===== config.mk =====
export PLATFORM = sky130hd
export DESIGN_NAME = wb_retire_buffer
export DESIGN_NICKNAME = d
export VERILOG_FILES = /design/src/rtl/wb_retire_buffer.sv
export SDC_FILE = /design/constraint.sdc
export NUM_CORES = 1
export LEC_CHECK = 0
export CAP_MARGIN = 20
export CORE_MARGIN = 4
export CORE_UTILIZATION = 50
export CTS_CLUSTER_SIZE = 28
export DETAILED_ROUTE_END_ITERATION = 6
export PLACE_DENSITY = 0.69
export SLEW_MARGIN = 20
export SYNTH_ARGS = -nofsm -noshare
export SYNTH_HDL_FRONTEND = slang
export SYNTH_SLANG_ARGS = --single-unit

===== constraint.sdc =====
create_clock -name clk -period 15.42 [get_ports clk]
set_input_delay 3.084 -clock clk [delete_from_list [all_inputs] [get_ports clk]]
set_output_delay 3.084 -clock clk [all_outputs]
set_load 0.03 [all_outputs]

===== src/rtl/wb_retire_buffer.sv =====
// Write-back retire trace buffer: a first-word-fall-through FIFO of retired
// instruction records {pc, instruction, write_data, rd_addr, cycle stamp}.
// Commits arriving while full are dropped and tallied in a sticky overflow
// flag and a saturating drop counter.
module wb_retire_buffer #(
  parameter int unsigned DEPTH = 8
) (
  input  logic                       clk,
  input  logic                       reset,
  input  logic                       wb_RegWrite,
  input  logic [31:0]                wb_pc,
  input  logic [31:0]                wb_instruction,
  input  logic [31:0]                wb_write_data,
  input  logic [4:0]                 wb_rd_addr,
  input  logic                       trace_ready,
  output logic                       trace_valid,
  output logic [31:0]                trace_pc,
  output logic [31:0]                trace_instruction,
  output logic [31:0]                trace_data,
  output logic [4:0]                 trace_rd,
  output logic [31:0]                trace_cycle,
  output logic [$clog2(DEPTH):0]     count,
  output logic                       overflow,
  output logic [15:0]                drop_count
);

  localparam int unsigned AW = $clog2(DEPTH);
  localparam int unsigned CW = AW + 1;

  // Pointer wrap relies on natural AW-bit overflow, so DEPTH must be 2^n.
  if (DEPTH < 2 || (DEPTH & (DEPTH - 1)) != 0) begin : g_bad_depth
    $error("wb_retire_buffer: DEPTH must be a power of two and at least 2");
  end

  logic [31:0]   mem_pc    [DEPTH];
  logic [31:0]   mem_instr [DEPTH];
  logic [31:0]   mem_data  [DEPTH];
  logic [4:0]    mem_rd    [DEPTH];
  logic [31:0]   mem_cycle [DEPTH];

  logic [AW-1:0] wr_ptr_q, rd_ptr_q;
  logic [CW-1:0] count_q, count_d;
  logic [31:0]   cycle_q;
  logic          overflow_q;
  logic [15:0]   drop_count_q;

  logic          full, empty;
  logic          pop, push, drop;

  // Handshake decode: a pop frees a slot in the same edge, so a full buffer
  // can still accept a commit when the consumer is draining.
  always_comb begin
    full  = (count_q == CW'(DEPTH));
    empty = (count_q == '0);
    pop   = trace_ready && !empty;
    push  = wb_RegWrite && (!full || pop);
    drop  = wb_RegWrite && full && !pop;
  end

  // Occupancy next-state.
  always_comb begin
    count_d = count_q;
    unique case ({push, pop})
      2'b10:   count_d = count_q + CW'(1);
      2'b01:   count_d = count_q - CW'(1);
      default: count_d = count_q;
    endcase
  end

  // Control state: pointers, occupancy, cycle counter and drop accounting.
  always_ff @(posedge clk or negedge reset) begin
    if (!reset) begin
      wr_ptr_q     <= '0;
      rd_ptr_q     <= '0;
      count_q      <= '0;
      cycle_q      <= '0;
      overflow_q   <= 1'b0;
      drop_count_q <= '0;
    end else begin
      cycle_q <= cycle_q + 32'd1;
      count_q <= count_d;
      if (push) wr_ptr_q <= wr_ptr_q + 1'b1;
      if (pop)  rd_ptr_q <= rd_ptr_q + 1'b1;
      if (drop) begin
        overflow_q <= 1'b1;
        if (drop_count_q != 16'hFFFF) drop_count_q <= drop_count_q + 16'd1;
      end
    end
  end

  // Record storage; contents are only meaningful behind valid pointers.
  always_ff @(posedge clk) begin
    if (push) begin
      mem_pc[wr_ptr_q]    <= wb_pc;
      mem_instr[wr_ptr_q] <= wb_instruction;
      mem_data[wr_ptr_q]  <= wb_write_data;
      mem_rd[wr_ptr_q]    <= wb_rd_addr;
      mem_cycle[wr_ptr_q] <= cycle_q;
    end
  end

  // Head entry falls through combinationally.
  always_comb begin
    trace_valid       = !empty;
    trace_pc          = mem_pc[rd_ptr_q];
    trace_instruction = mem_instr[rd_ptr_q];
    trace_data        = mem_data[rd_ptr_q];
    trace_rd          = mem_rd[rd_ptr_q];
    trace_cycle       = mem_cycle[rd_ptr_q];
    count             = count_q;
    overflow          = overflow_q;
    drop_count        = drop_count_q;
  end

endmodule


==> metrics.cfg <==
[sta]
drv_slew = 0
fin_hold_ws_ns = 0.468
worstMarginPinSlew_ns = 1.11
setup_viol = 0
final.setup_skew_ns = 0.0237
timing.slew.headroom_pct = 26.1
fmax_mhz = 125
hold_viol_final = 0
timing.final.crit_period_ns = 7.99
fin_crit_sh_pct = 51.8
finalSetupTns_ns = 0
rsz0062_at_grt = false

[worst_hold_path]
hp-start = overflow
holdPathEnd = overflow
min_path_cells = 1
hp-class = flip-flop to flip-flop

[global_routing]
grt_pass1_vias = 20900
grt_pass1_wl_mm = 132
globalRouteOverflowTotal = 0
antenna_found_initial = 8
globalRouteTotalUtil_pct = 19.6
grt_max_degree = 134

[setup_path]
r2r-end = mem_cycle[7][10]
r2r-start = count[1]
slowest_stage = buf_4
cp_cell_sequence = buf_4, buf_4, mux4_2, mux2_2, clkdlybuf4s50_1
worst_setup_path_end_kind = output port
critPathKind = flip-flop to output port
path_common_cell = buf_4
critPathRequiredTime_ns = 12.34
r2r_setup_slack_ns = 10.89
crit_path_max_fanout = 76
slowest_delay_ns = 0.98
cp_data_arrival_time_ns = 4.91
worstRegToRegCells = 6
startpoint_type = flip-flop

[power_and_ir_drop]
p_leak_nw = 16.1
irDropWorstVdd_mv = 0.134
powerDensity_mw_per_mm2 = 200
power_mw = 10.1

[detailed_routing]
num_vias = 19400
vias_per_cell = 5.82
drtPass1Iterations = 5
ant_nets = 0
dr.first_iter.drc_count = 1755
wire_per_inst_um = 26.1
drc_errors = 0
finalWirelength_mm = 87.3

[clock_tree]
clkTransAtPathRegs_ns = 0.06
cts_tree = built
cts.path.max_buffers = 3
cts_resized = 0
cts_made_buffers = 111
cts_setup_buffers = 0
cts-root-buf = clkbuf_16
insertion_delay_ns = 0.67
ctsHoldBuffers = 0
htree_levels = 3
cts_sinks = 1123

[yosys]
yosys_warnings = 0
syn_area_mm2 = 0.0426
syn_nets = 1904
synth_edf_count = 1064
yosysUniqueCellTypes = 43
synth_seq_cells = 1123
synth_top_area_cell = edfxtp_1
syn_inst = 1794
synthArstFlopShare_pct = 5.25
avgSynthCellArea_um2 = 23.7
synth.area.top_cells = edfxtp_1 75%, mux4_2 14%, mux2_2 3.6%
synth-main-ff-cell = edfxtp_1
synth_top_area_share_pct = 75.0
yosysSeqAreaShare_pct = 78.5

[floorplanning]
ios = 260
die_w_um = 300
core_area_mm2 = 0.0841
dieArea_mm2 = 0.0899
chipHeight_um = 300
start_util_pct = 50.6
num_rows = 106

[job]
maxCapViolations = 0

[layout]
post_route_cells_drive_above_1_share_pct = 27.7
fin_nets = 2219
area_growth_pct = 18.0
fin_util_pct = 59.8

[run_status]
outcome = finished clean

[place]
place_hpwl_mm = 45.6
gp_congestion = 0.780
numPortBuffers = 259

-- sequential cells by signal, indices dropped and copies added, names as in the netlist --
name,cells
mem_instr,256
cycle_q,32
drop_count,16
mem_data,256
mem_cycle,256
mem_rd,40
rd_ptr_q,3
wr_ptr_q,3
mem_pc,256
count,4
overflow,1
-- worst max-delay path by stage --
stage,start,to,slack [ns],cells past startpoint
after floorplan,wb_RegWrite,mem_cycle[0][0],1.80,5
after global placement,wb_RegWrite,mem_instr[7][31],7.63,7
after detailed placement,trace_ready,mem_data[7][0],7.58,7
after CTS,rd_ptr_q[1],trace_data[10],7.32,5
after global routing,rd_ptr_q[1],trace_instruction[12],7.21,5
final,rd_ptr_q[1],trace_pc[24],7.43,5
-- metal layers --
layer / part of all wire, % / GRT usage (%) / vias to the layer above
li1: - / - / 8238
met1: 43 / 28.1 / 10400
met2: 49 / 31.9 / 626
met3: 6.4 / 3.67 / 128
met4: 1.7 / 4.56 / 6
met5: 0.041 / 0 / -
-- stage by stage --
step                cells  area [µm²]  setup slack, ns
global route         3336       50200             7.21
detailed placement   3127       46600             7.58
CTS                  3333       50200             7.32
finish               3341       50300             7.43
global placement     3126       46600             7.63
floorplan            1794       42600             1.80
-- cells in the mapped netlist (all sizes together), types with 3 or more instances --
| cell | number |
|---|---|
| or3 | 3 |
| nand4 | 19 |
| nand3 | 16 |
| mux4 | 266 |
| clkbuf | 44 |
| inv | 7 |
| a31oi | 4 |
| xor2 | 16 |
| nand2b | 4 |
| and4 | 6 |
| nor3 | 10 |
| xnor2 | 33 |
| nor2 | 17 |
| nor4 | 7 |
| buf | 35 |
| edfxtp | 1064 |
| mux2 | 136 |
| and3 | 5 |
| nand2 | 17 |
| dfrtp | 59 |
| and2 | 7 |
| ha | 5 |
-- cells by family after synthesis --
family / count (synthesis) / synth area share [%]
simple gates: 115 / 1.58
fa+ha+maj: 5 / 0.147
buf+inv: 86 / 0.861
xor+xnor: 49 / 1.01
compound gates: 14 / 0.241
mux: 402 / 17.7
flops: 1123 / 78.5
-- area by class of cell --
class	instances	area [µm²]
diodes	5	12.5
clock buffers	136	2920
clock inverters	70	681
fillers	5869	33800
inverters	7	26.3
multi-input cells	585	8840
flip-flops and latches	1123	33400
well taps	1134	1420
repair buffers	281	2920
-- where the power goes --
part | internal (mW) | switching [mW] | leakage (nW) | total (mW)
Sequential | 3.80 | 0.187 | 10.4 | 3.98
Clock | 1.55 | 1.10 | 1.76 | 2.65
Combinational | 1.56 | 1.86 | 3.87 | 3.43
Total | 6.91 | 3.15 | 16.1 | 10.1
-- cell usage in the layout (no fill, tap or decap), types with 19 or more instances in the layout --
| cell | n |
|---|---|
| mux2_2 | 136 |
| clkbuf_16 | 112 |
| clkbuf_1 | 21 |
| xnor2_1 | 33 |
| dfrtp_1 | 56 |
| clkinv_2 | 24 |
| clkdlybuf4s50_1 | 258 |
| mux4_2 | 266 |
| nand4_1 | 19 |
| edfxtp_1 | 1064 |
| clkinv_1 | 20 |
-- worst max-delay path: cells and delay by family (launching register included) --
kind	cells	cell delay (ns)
buffers and inverters	3	2.51
flip-flops	1	0.95
multiplexers	2	0.71
Note: power is estimated with default switching activity, not from simulation.
